[src/rtl/jtframe_dump_ctrl.sv]
// Multi-channel dump window controller.
// Counts frames on vertical-sync falling edges and opens a per-channel
// dump_en window on reset release, on a chosen frame or at the end of ROM
// download. The window stays open for a programmable number of frames.
module jtframe_dump_ctrl #(
  parameter int CH    = 4,
  parameter int FW    = 32,
  parameter int LENW  = 16,
  parameter int GUARD = 2000
) (
  input  logic                 clk_i,
  input  logic                 rst_ni,
  input  logic                 vs_i,
  input  logic                 led_i,
  input  logic [2*CH-1:0]      mode_i,
  input  logic [FW*CH-1:0]     start_frame_i,
  input  logic [LENW*CH-1:0]   len_i,
  input  logic [CH-1:0]        rearm_i,
  output logic [FW-1:0]        frame_cnt_o,
  output logic [CH-1:0]        dump_en_o,
  output logic [CH-1:0]        dump_start_o,
  output logic [CH-1:0]        dump_stop_o,
  output logic                 busy_o
);

  localparam int GW = (GUARD < 1) ? 1 : $clog2(GUARD + 1);

  typedef enum logic [1:0] {
    S_IDLE,
    S_ARMED,
    S_ACTIVE,
    S_DONE
  } state_t;

  logic          vs_l_q;
  logic          led_l_q;
  logic [FW-1:0] frame_cnt_q;
  logic [GW-1:0] guard_q;
  logic          started_q;
  logic          busy_q;
  logic [CH-1:0] en_d;

  logic vs_fall;
  logic led_fall;
  logic guard_ok;

  assign vs_fall  = vs_l_q & ~vs_i;
  assign led_fall = led_l_q & ~led_i;
  assign guard_ok = (guard_q == GW'(GUARD));

  // Shared state: edge-detect copies, frame counter, download guard timer,
  // the settle flag that holds channels in IDLE for the first edge after
  // reset release, and the registered busy flag.
  always_ff @(posedge clk_i or negedge rst_ni) begin
    if (!rst_ni) begin
      vs_l_q      <= 1'b0;
      led_l_q     <= 1'b0;
      frame_cnt_q <= '0;
      guard_q     <= '0;
      started_q   <= 1'b0;
      busy_q      <= 1'b0;
    end else begin
      vs_l_q    <= vs_i;
      led_l_q   <= led_i;
      started_q <= 1'b1;
      busy_q    <= |en_d;
      if (vs_fall) begin
        frame_cnt_q <= frame_cnt_q + 1'b1;
      end
      if (!guard_ok) begin
        guard_q <= guard_q + 1'b1;
      end
    end
  end

  assign frame_cnt_o = frame_cnt_q;
  assign busy_o      = busy_q;

  generate
    for (genvar gi = 0; gi < CH; gi++) begin : g_ch
      logic [1:0]      mode_w;
      logic [FW-1:0]   start_w;
      logic [LENW-1:0] len_w;
      state_t          state_q;
      logic [LENW-1:0] remaining_q;
      logic            en_q;
      logic            start_q;
      logic            stop_q;
      logic            fire_w;
      logic            finish_w;

      assign mode_w  = mode_i[2*gi +: 2];
      assign start_w = start_frame_i[FW*gi +: FW];
      assign len_w   = len_i[LENW*gi +: LENW];

      // Trigger condition for the selected mode; mode 0 never fires so a
      // simultaneous trigger and mode 0 falls back to IDLE.
      always_comb begin
        fire_w = 1'b0;
        case (mode_w)
          2'd1:    fire_w = 1'b1;
          2'd2:    fire_w = vs_fall && (frame_cnt_q == start_w);
          2'd3:    fire_w = led_fall && guard_ok;
          default: fire_w = 1'b0;
        endcase
      end

      assign finish_w = vs_fall && (len_w != '0) && (remaining_q == LENW'(1));
      assign en_d[gi] = ((state_q == S_ARMED) && fire_w) ||
                        ((state_q == S_ACTIVE) && !finish_w);

      // Channel FSM with registered window flag and edge pulses.
      always_ff @(posedge clk_i or negedge rst_ni) begin
        if (!rst_ni) begin
          state_q     <= S_IDLE;
          remaining_q <= '0;
          en_q        <= 1'b0;
          start_q     <= 1'b0;
          stop_q      <= 1'b0;
        end else begin
          en_q    <= en_d[gi];
          start_q <= en_d[gi] & ~en_q;
          stop_q  <= ~en_d[gi] & en_q;
          case (state_q)
            S_IDLE: begin
              if (started_q && (mode_w != 2'd0)) begin
                state_q <= S_ARMED;
              end
            end
            S_ARMED: begin
              if (mode_w == 2'd0) begin
                state_q <= S_IDLE;
              end else if (fire_w) begin
                state_q     <= S_ACTIVE;
                remaining_q <= len_w;
              end
            end
            S_ACTIVE: begin
              // len of zero keeps the window open indefinitely
              if (vs_fall && (len_w != '0)) begin
                if (remaining_q == LENW'(1)) begin
                  state_q <= S_DONE;
                end else begin
                  remaining_q <= remaining_q - 1'b1;
                end
              end
            end
            S_DONE: begin
              if (rearm_i[gi]) begin
                state_q <= S_ARMED;
              end
            end
            default: state_q <= S_IDLE;
          endcase
        end
      end

      assign dump_en_o[gi]    = en_q;
      assign dump_start_o[gi] = start_q;
      assign dump_stop_o[gi]  = stop_q;
    end
  endgenerate

endmodule

[config.mk]
export PLATFORM = sky130hd
export DESIGN_NAME = jtframe_dump_ctrl
export DESIGN_NICKNAME = d
export VERILOG_FILES = /design/src/rtl/jtframe_dump_ctrl.sv
export SDC_FILE = /design/constraint.sdc
export NUM_CORES = 1
export LEC_CHECK = 0
export CORE_ASPECT_RATIO = 0.7
export CORE_UTILIZATION = 46
export CTS_BUF_LIST = sky130_fd_sc_hd__clkbuf_4 sky130_fd_sc_hd__clkbuf_8
export DETAILED_ROUTE_END_ITERATION = 12
export HOLD_SLACK_MARGIN = 0.05
export PLACE_DENSITY_LB_ADDON = 0.08
export SLEW_MARGIN = 20
export SYNTH_ARGS = -nofsm -noshare
export SYNTH_HDL_FRONTEND = slang
export SYNTH_SLANG_ARGS = --single-unit
[constraint.sdc]
create_clock -name clk_i -period 2.49 [get_ports clk_i]
set_input_delay 0.3735 -clock clk_i [delete_from_list [all_inputs] [get_ports clk_i]]
set_output_delay 0.3735 -clock clk_i [all_outputs]
set_load 0.02 [all_outputs]
Word-level counts from Yosys, hierarchy flattened --
Index checks and enable logic that the tools add are counted.
Storage, ports and cells: register bits 131, input bits 208, logic and storage cells 231, output and inout port bits 45
Operators by class: eq/ne operators 65, reductions and logical operators 62, bitwise gates (word level) 20, mux-type cells 52, $add $sub $neg 6
Operators with widths (number):
- 16-bit 2-to-1 mux | 16
- 32-bit == test | 4
- 16-bit one-hot mux with 2 select lines | 4
- 16-bit by 1-bit == test with 1-bit output, second input constant | 4
- 16-bit nonzero test | 4
- 16-bit by 1-bit subtractor with 16-bit output, second input constant | 4
- 2-bit != test, second input constant | 28
- 2-bit 2-to-1 mux | 24
- 5-bit AND reduction | 8
- 32-bit by 1-bit adder with 32-bit output, second input constant | 1
- 2-bit == test, second input constant | 16
- 2-bit one-hot mux with 4 select lines | 4
- 1-bit logical AND | 25
- 2-bit by 1-bit == test with 1-bit output, second input constant | 8
- 2-bit logical NOT | 8
- 2-bit nonzero test | 8
- 3-bit by 2-bit != test with 1-bit output, second input constant | 4
- 1-bit one-hot mux with 3 select lines | 4
- 11-bit by 1-bit adder with 11-bit output, second input constant | 1
- 11-bit == test, second input constant | 1
- 1-bit bitwise AND | 10
- 1-bit NOT | 10
- 1-bit logical NOT | 4
- 1-bit logical OR | 4
- 4-bit OR reduction | 1

Depth between registers and ports, before layout --
Gate-level depths: netlist of the first run.
depth in word-level cells 9, gate-level depth with buffers 11, gate-level depth less buffers 9

Worst setup path after synthesis of the first run --
Ideal clock, no wire load.
path type register -> register, start point register frame_cnt_q[7] (netlist: frame_cnt_o[7]), end point register g_ch[0].remaining_q[15], data arrival time 2525 ps, data required time 2389 ps, path buffers 1, period minus slack after synthesis 2625 ps, stages on the path, launching flop included 9, setup slack -135 ps, cell sequence dfrtp_1 > buf_2 > xor2_1 > or4_1 > nor4_1 > nand4_1 > a21bo_4 > or4_4 > o311ai_2
On the way: word-level cells in the longest chain between the ends 5
Ends and longest elaborated chain:
- start, declared | RTL line 37 | logic [FW-1:0] frame_cnt_q;
- start signal, assigned | RTL line 68 | frame_cnt_q <= frame_cnt_q + 1'b1;
- 32-bit == test | RTL line 102 | 2'd2: fire_w = vs_fall && (frame_cnt_q == start_w);
- 1-bit logical AND | RTL line 102
- 1-bit one-hot mux with 3 select lines | RTL line 100 | case (mode_w)
- 2-bit != test (no line)
- 5-bit AND reduction (no line)
- end signal, assigned | RTL line 135 | remaining_q <= len_w;
- end signal, assigned | RTL line 144 | remaining_q <= remaining_q - 1'b1;
- end, declared | RTL line 85 | logic [LENW-1:0] remaining_q;
Every way passes these cells. A chain may end at the register's enable or synchronous reset.

Final worst setup path of the first run --
start point register frame_cnt_q[7] (netlist: frame_cnt_o[7]), end point register g_ch[2].remaining_q[10]
On the way: word-level cells in the longest chain between the ends 5
Ends and longest elaborated chain (RTL line):
- 32-bit == test | 102
- 1-bit logical AND | 102
- 1-bit one-hot mux with 3 select lines | 100
- 2-bit != test (no line)
- 5-bit AND reduction (no line)
- end signal, assigned | 135
- end signal, assigned | 144
- end, declared | 85
Every way passes these cells.

==> reports/qor.txt, run 1 <==
JOB
--------------------------------------------------------------------------------
Max capacitance violation total                                                0

YOSYS
--------------------------------------------------------------------------------
Seq/Total Area, Yosys                                                     0.3473
Post-Syn Area per Cell                                                 8.804 um2
Gate count of the mapped netlist                                            1072
Fraction of registers with async set or reset after synthesis              1.000
Number of library cell types mapped by synthesis                              68
Top flip-flop cell by instance count after synthesis                sky130_fd_sc_hd__dfrtp_1
Synthesized netlist net count                                               1311
EDFF count, synth                                                              0
Cell area after technology mapping                                  0.009438 mm2
Total of flip-flops plus latches after synthesis                             131
Number of warning messages in the yosys log                                    0

TIMING
--------------------------------------------------------------------------------
Worst-case clock skew                                                   19.33 ps
Setup repair after global routing missed its margin                          yes
Fraction of the cycle the final worst path needs                           1.069
Rel. slew slack                                                           0.6202
Final count of negative-setup-slack endpoints                                 39
Highest clock frequency the design can meet                            375.8 MHz
Minimum clock period                                                     2661 ps
Transition time at the pin with the least slew margin                   564.5 ps
Total count of max-transition violations in the final report                   0
Final worst slack                                                      -171.1 ps
Worst hold slack after final layout                                     392.6 ps
Hold Vio Cnt, Final                                                            0

WORST SETUP PATH
--------------------------------------------------------------------------------
Worst r2r path cells                                                          11
Highest-delay cell along the critical path                          sky130_fd_sc_hd__dfrtp_2
Buffers and inverters on the worst path                                        4
Crit path largest cell delay                                              490 ps
Crit-path cells                                                     xor2_1, nor4_2, buf_4, nand4_1, o31ai_2, buf_4, o22ai_4, buf_12, buf_8, mux2i_1, o311ai_1
Startpoint-to-endpoint class of the critical path                        reg2reg
Worst EP required                                                        2790 ps
Critical Path Sink Type                                                flip-flop
Worst path most repeated cell                                       sky130_fd_sc_hd__buf_4
End of the worst register-to-register path                          g_ch[2].remaining_q[10]$_DFFE_PN0P_
Cell family with the largest share of critical-path delay           buffers and inverters
Critical path data arrival time                                          2960 ps
Largest fanout on the critical path                                            5
Critical path launch point type                                        flip-flop
Startpoint of the worst register-to-register path                   frame_cnt_o[7]$_DFFE_PN0P_
Register-to-register setup slack                                         -170 ps

RUN STATUS
--------------------------------------------------------------------------------
Status                                                              finished with violations
Violations in the final reports                                     setup timing

GLOBAL ROUTE
--------------------------------------------------------------------------------
Global routing usage on met1                                              0.4342
Wire length of the first global-routing pass                            50.23 mm
Number of global-route vias before repair                                   9373
GR met3 Demand/Resource                                                  0.07272
Met2 Usage GRT                                                            0.4728
Remaining global-route overflow                                                0
Pin count of the biggest net entering global routing                          46
Number of antenna violations at the first check in global routing              0
Most congested layer reported by global routing                             met2
GRT Util Overall                                                          0.3058

CLOCK TREE
--------------------------------------------------------------------------------
Total number of H-tree levels                                                  4
Clock net sink count                                                         131
Root buffer selected by CTS                                         sky130_fd_sc_hd__clkbuf_8
TritonCTS clock tree                                                        done
Clock network latency to the later pin of the worst-skew pair             450 ps
Clock buffers created by TritonCTS                                            17
Clock slew at reported path FFs                                            90 ps
Maximum buffer depth of the clock tree                                         2

ROUTING
--------------------------------------------------------------------------------
Final routed DRC violation total                                               0
Post-detailed-route count of antenna-violating nets                            0
Detailed-route wire length per cell                                     18.68 um
Drt first-iter violations                                                    936
Pre-Repair DR Iteration Count                                                  5
Via density                                                                5.519
Number of vias after detailed routing                                       9917
Post-detailed-routing wire length                                       33.57 mm

DIE
--------------------------------------------------------------------------------
Starting utilization of the core area                                     0.4728
DIE AREA                                                             0.02110 mm2
Placeable core region                                                0.01996 mm2
Number of placed I/O pins                                                    253
Die outline width                                                       173.2 um
Vertical extent of the die                                              121.8 um
Number of rows created at floorplan                                           43

POWER
--------------------------------------------------------------------------------
Areal power density over the cells                                  847.3 mW/mm2
Total power                                                            0.01293 W
Static Leakage                                                          6.632 nW
Largest vdd supply drop                                                0.4686 mV

FINISH
--------------------------------------------------------------------------------
Core Util, Final                                                          0.7642
Count of filler cells inserted in the layout                                1390
Commonest cells after routing, fill and taps aside                  251 x sky130_fd_sc_hd__clkdlybuf4s50_1, 210 x sky130_fd_sc_hd__buf_4, 119 x sky130_fd_sc_hd__dfrtp_1, 109 x sky130_fd_sc_hd__xnor2_1, 65 x sky130_fd_sc_hd__inv_1
Share of layout cells above drive strength 1                              0.2587
Number of nets in the final layout                                          1753
Total non-filler cell area in the finished layout                    0.01525 mm2
Layout overhead on the synthesized area                                   61.63%
Number of antenna diodes                                                       0
Leading cell type in the layout, fill and taps excluded             sky130_fd_sc_hd__clkdlybuf4s50_1

PLACEMENT
--------------------------------------------------------------------------------
Placement Cell Area                                                  0.01348 mm2
Global placement routability congestion                                   0.9022
Placed wire-length estimate after detailed placement                    24.15 mm
Place WS                                                               -568.3 ps
Input/output buffers                                                         252

MIN PATH
--------------------------------------------------------------------------------
Class of the tightest hold or removal check                             in2async

[report_power, final]
part | internal [W] | total [W] | switching, W
clock | 0.00142 | 0.00230 | 0.000883
combinational | 0.00366 | 0.00698 | 0.00332
sequential | 0.00286 | 0.00364 | 0.000784
[worst max-delay path by stage]
stage / from / end / slack (ps) / depth (start not counted)
global route: g_ch[0].remaining_q[13]$_DFFE_PN0P_ / g_ch[0].remaining_q[5]$_DFFE_PN0P_ / -230 / 9
CTS: g_ch[0].remaining_q[13]$_DFFE_PN0P_ / g_ch[0].remaining_q[15]$_DFFE_PN0P_ / -130 / 9
finish: frame_cnt_o[7]$_DFFE_PN0P_ / g_ch[2].remaining_q[10]$_DFFE_PN0P_ / -170 / 11
global placement: start_frame_i[87] / g_ch[2].remaining_q[13]$_DFFE_PN0P_ / -490 / 11
floorplan: g_ch[0].remaining_q[10]$_DFFE_PN0P_ / g_ch[0].remaining_q[15]$_DFFE_PN0P_ / -30 / 8
detailed placement: mode_i[1] / g_ch[0].remaining_q[11]$_DFFE_PN0P_ / -570 / 8
[worst register-to-register path: cells and delay by family (launching register included)]
family	cells	cell delay, ps
muxes	1	150
buffers and inverters	4	700
and+or+nand+nor	2	540
AOI/OAI and AO/OA	3	440
DFF	1	490
xor gates and xnor gates	1	190
[stage by stage]
stage | setup TNS (ps) | instances
floorplan | -28.94 | 1072
global placement | -20410 | 1712
detailed placement | -26410 | 1712
CTS | -1178 | 1769
global route | -6682 | 1797
finish | -3606 | 1797
[synth_stat cells (16+ instances only)]
master	n	area, um2
sky130_fd_sc_hd__inv_1	66	247.7
sky130_fd_sc_hd__and3_1	17	106.4
sky130_fd_sc_hd__ha_1	31	387.9
sky130_fd_sc_hd__nand3_1	57	285.3
sky130_fd_sc_hd__nand4_1	34	212.7
sky130_fd_sc_hd__a211o_1	16	140.1
sky130_fd_sc_hd__nor3_1	40	200.2
sky130_fd_sc_hd__nor2_1	52	195.2
sky130_fd_sc_hd__xor2_1	50	437.9
sky130_fd_sc_hd__nand2_1	62	232.7
sky130_fd_sc_hd__nor4_1	45	281.5
sky130_fd_sc_hd__dfrtp_1	131	3278
sky130_fd_sc_hd__mux2i_1	34	340.3
sky130_fd_sc_hd__clkbuf_1	46	172.7
sky130_fd_sc_hd__xnor2_1	117	1025
sky130_fd_sc_hd__a21oi_1	18	90.09
sky130_fd_sc_hd__or3_1	20	125.1
sky130_fd_sc_hd__o21ai_0	54	270.3
[timing repair]
item                                    4_1_cts  5_1_grt
pin swaps                                    34       44
resized for setup                            48      133
endpoints found under the setup margin       49       72
endpoints found under the hold margin        42        0
cloned                                        3        6
hold buffers                                  1        0
buffers inserted                             21       23
[routing by layer]
| metal | vias up | share of wire |
|---|---|---|
| met4 | 0 | 0.017 |
| met3 | 44 | 0.081 |
| li1 | 4676 | - |
| met1 | 4777 | 0.45 |
| met5 | - | 0 |
| met2 | 420 | 0.45 |
[area by class of cell]
| class | count | area, um2 | area share |
|---|---|---|---|
| clock buffer | 23 | 304.0 | 0.01993 |
| clock inverter | 9 | 197.7 | 0.01296 |
| inverter | 66 | 247.7 | 0.01624 |
| multi-input combinational | 797 | 6172 | 0.4046 |
| sequential | 131 | 3293 | 0.2159 |
| tap | 270 | 337.8 | 0.02215 |
| timing repair buffer | 501 | 4702 | 0.3082 |
[sequential cells by signal, indices dropped and copies added (netlist names)]
signal and flops:
busy_o 1, frame_cnt_o 32, g_ch.en_q 4, g_ch.remaining_q 64, g_ch.start_q 4, g_ch.state_q 8
g_ch.stop_q 4, guard_q 11, led_l_q 1, started_q 1, vs_l_q 1
[cell families (layout without fill, tap and decap cells)]
kind of cell	Yosys count	in the layout	share of synthesized area
compound gates	169	170	0.1253
xor+xnor	167	167	0.1550
fa+ha+maj	31	31	0.04110
buf+inv	145	599	0.06735
flops	131	131	0.3473
mux	35	35	0.03725
other cells	1	1	0.0003973
simple gates	393	393	0.2263
Power figures use the tool's default switching activity.
==> run 2, diff against run 1 <==
ABC_CLOCK_PERIOD_IN_PS = 2800   (was unset)
CORE_UTILIZATION = 51   (was 46)
CTS_CLUSTER_DIAMETER = 200   (was unset)
clock period = 2.8 ns   (was 2.49 ns; I/O delays follow)
==> run 2 against run 1 <==
  * Register-to-register slack better by 270 ps
  * Utilization down 4.2 points
  * Routed wire length down 13%
  * Critical path type unchanged
  * Critical endpoint is now g_ch[0].remaining_q[14]$_DFFE_PN0P_
  * Clock-buffer cell count up 2
  * Cell count down 11%
  * Highest routed layer unchanged
  * The run now ends clean
  * Clock skew down 7.9 ps
==> reports/qor.txt, run 2 (synthesis gave the netlist of run 1 again) <==
ROUTING
--------------------------------------------------------------------------------
Drt first-iter violations                                                    819   -13%
Final routed DRC violation total                                               0   unchanged
Detailed-route wire length per cell                                     18.32 um   -1.9%
Pre-Repair DR Iteration Count                                                  6   +1
Number of vias after detailed routing                                       9085   -8.4%
Post-detailed-route count of antenna-violating nets                            0   unchanged
Post-detailed-routing wire length                                       29.37 mm   -13%
Via density                                                                5.667   +2.7%

GLOBAL ROUTE
--------------------------------------------------------------------------------
Number of global-route vias before repair                                   8709   -7.1%
Most congested layer reported by global routing                             met2
GRT Util Overall                                                          0.3167   +0.01095
Wire length of the first global-routing pass                            45.90 mm   -8.6%
Remaining global-route overflow                                                0   unchanged
Pin count of the biggest net entering global routing                          71   +54%
Number of antenna violations at the first check in global routing              0   unchanged
Global routing usage on met1                                              0.4379   +0.003651
Met2 Usage GRT                                                            0.4776   +0.004809
GR met3 Demand/Resource                                                  0.08518   +0.01246

CLOCK TREE
--------------------------------------------------------------------------------
Root buffer selected by CTS                                         sky130_fd_sc_hd__clkbuf_8
Clock slew at reported path FFs                                            70 ps   -20 ps
Maximum buffer depth of the clock tree                                         2   unchanged
Total number of H-tree levels                                                  4   unchanged
Clock buffers created by TritonCTS                                            17   unchanged
Clock net sink count                                                         131   unchanged
TritonCTS clock tree                                                        done
Clock network latency to the later pin of the worst-skew pair             450 ps   about the same

POWER
--------------------------------------------------------------------------------
Largest vdd supply drop                                                0.4263 mV   -9.0%
Areal power density over the cells                                  700.1 mW/mm2   -17%
Total power                                                           0.009132 W   -29%
Static Leakage                                                          5.542 nW   -16%

FINISH
--------------------------------------------------------------------------------
Count of filler cells inserted in the layout                                1433   +3.1%
Number of antenna diodes                                                       0   unchanged
Leading cell type in the layout, fill and taps excluded             sky130_fd_sc_hd__clkdlybuf4s50_1
Register containing the most flip-flops in the final layout         g_ch.remaining_q
Commonest cells after routing, fill and taps aside                  251 x sky130_fd_sc_hd__clkdlybuf4s50_1, 123 x sky130_fd_sc_hd__dfrtp_1, 117 x sky130_fd_sc_hd__xnor2_1, 87 x sky130_fd_sc_hd__buf_4, 66 x sky130_fd_sc_hd__inv_1
Largest register FFs                                                          64   unchanged
Share of layout cells above drive strength 1                              0.1170   -0.1416
Layout overhead on the synthesized area                                   38.21%
Number of nets in the final layout                                          1595   -9.0%

TIMING
--------------------------------------------------------------------------------
Transition time at the pin with the least slew margin                   685.4 ps   +120.9 ps
Setup repair after global routing missed its margin                           no
Highest clock frequency the design can meet                            370.6 MHz   -1.4%
Rel. slew slack                                                           0.5430   -0.07712
Total count of max-transition violations in the final report                   0   unchanged
Worst-case clock skew                                                   11.39 ps   -7.936 ps
Hold Vio Cnt, Final                                                            0   unchanged
Final worst slack                                                       101.9 ps   +273.1 ps
Final count of negative-setup-slack endpoints                                  0   -100%
Fraction of the cycle the final worst path needs                          0.9636   -0.1051
Final TNS setup                                                             0 ps   +3606 ps
Minimum clock period                                                     2698 ps   +36.95 ps

MIN PATH
--------------------------------------------------------------------------------
Hold Startpoint                                                     g_ch[0].en_q$_DFF_PN0_
Class of the tightest hold or removal check                              reg2reg
Worst-case hold path end point                                      g_ch[0].start_q$_DFF_PN0_
Cells on Worst Hold Path                                                       1

DIE
--------------------------------------------------------------------------------
DIE AREA                                                             0.01906 mm2   -9.7%
Vertical extent of the die                                              115.8 um   -4.9%
Starting utilization of the core area                                     0.5227   +0.04983
Number of placed I/O pins                                                    253   unchanged
Placeable core region                                                0.01806 mm2   -9.5%
Die outline width                                                       164.6 um   -5.0%
Number of rows created at floorplan                                           41   -4.7%

PLACEMENT
--------------------------------------------------------------------------------
Place WS                                                               -299.9 ps   +268.3 ps
Global placement routability congestion                                   0.9278   +2.8%
Input/output buffers                                                         252   unchanged
Placed wire-length estimate after detailed placement                    22.85 mm   -5.4%

WORST SETUP PATH
--------------------------------------------------------------------------------
Critical Path Sink Type                                                flip-flop
Startpoint-to-endpoint class of the critical path                        reg2reg
Critical path launch point type                                        flip-flop
Startpoint of the worst register-to-register path                   g_ch[0].remaining_q[0]$_DFFE_PN0P_
Register-to-register setup slack                                          100 ps   +270 ps
Critical path data arrival time                                          3020 ps   +60 ps
Worst EP required                                                        3120 ps   +330 ps
Largest fanout on the critical path                                            5   unchanged
Worst r2r path cells                                                           9   -2
End of the worst register-to-register path                          g_ch[0].remaining_q[14]$_DFFE_PN0P_

JOB
--------------------------------------------------------------------------------
Max capacitance violation total                                                0   unchanged

RUN STATUS
--------------------------------------------------------------------------------
Status                                                              finished, final reports clean

run 2: worst max-delay path, stage by stage (launching register included):
cell and delay [ps]:
sky130_fd_sc_hd__dfrtp_1 430, sky130_fd_sc_hd__inv_1 90, sky130_fd_sc_hd__ha_1 190, sky130_fd_sc_hd__or3b_2 490
sky130_fd_sc_hd__or3_1 390, sky130_fd_sc_hd__nor3_1 390, sky130_fd_sc_hd__buf_4 200, sky130_fd_sc_hd__nand2b_1 50
sky130_fd_sc_hd__a311oi_1 270, sky130_fd_sc_hd__a21oi_1 70
run 2: power breakdown:
group	leakage [nW]	total (W)	internal [W]	switching (W)
sequential	1.63	0.00332	0.00254	0.000779
clock	0.193	0.00153	0.000808	0.000722
combinational	3.72	0.00428	0.00212	0.00216
total	5.54	0.00913	0.00547	0.00366
run 2: repair_timing:
action	in CTS	in global routing
hold buffers	1	0
pin swaps	0	2
resized for setup	1	19
setup buffers	0	1
setup endpoints to repair	5	17
hold endpoints to repair	68	0
run 2: final cells by class:
class	count	area, um2	area share
Inverter	66	247.7	0.01899
Multi-Input combinational cell	796	5580	0.4278
Sequential cell	131	3288	0.2521
Clock buffer	25	312.8	0.02398
Timing Repair Buffer	344	3267	0.2505
Tap cell	236	295.3	0.02264
Clock inverter	5	52.55	0.004029
run 2: per-layer routing:
layer | part of all wire | vias up
met3 | 0.080 | 59
li1 | - | 4349
met4 | 0.026 | 0
met5 | 0 | -
met2 | 0.44 | 389
met1 | 0.45 | 4288
run 2: per-stage QoR:
| step | hold slack (ps) | cell area, um2 | std cells | utilization |
|---|---|---|---|---|
| floorplan | 124.4 | 9438 | 1072 | - |
| global placement | 439.7 | 12600 | 1571 | 0.6975 |
| detailed placement | 445.8 | 12600 | 1571 | 0.6975 |
| CTS | 456.3 | 12970 | 1602 | 0.7185 |
| global route | 465.3 | 13040 | 1603 | 0.7224 |
| finish | 452.1 | 13040 | 1603 | 0.7224 |
run 2: how the worst max path moves through the flow:
stage / startpoint / to / slack, ps
final: g_ch[0].remaining_q[0]$_DFFE_PN0P_ / g_ch[0].remaining_q[14]$_DFFE_PN0P_ / 100
after global routing: g_ch[0].remaining_q[0]$_DFFE_PN0P_ / g_ch[0].remaining_q[12]$_DFFE_PN0P_ / 4
after CTS: g_ch[0].remaining_q[13]$_DFFE_PN0P_ / g_ch[0].remaining_q[15]$_DFFE_PN0P_ / 20
after detailed placement: start_frame_i[75] / g_ch[2].state_q[0]$_DFFE_PN0P_ / -300
after global placement: start_frame_i[70] / g_ch[2].state_q[0]$_DFFE_PN0P_ / -260
after floorplan: frame_cnt_o[7]$_DFFE_PN0P_ / g_ch[0].remaining_q[15]$_DFFE_PN0P_ / 170
==> run 3, diff against run 2 <==
CTS_CLUSTER_DIAMETER = 30   (was 200)
==> results of run 3 <==
No change in the layout: final DEF, timing and power equal those of run 2.
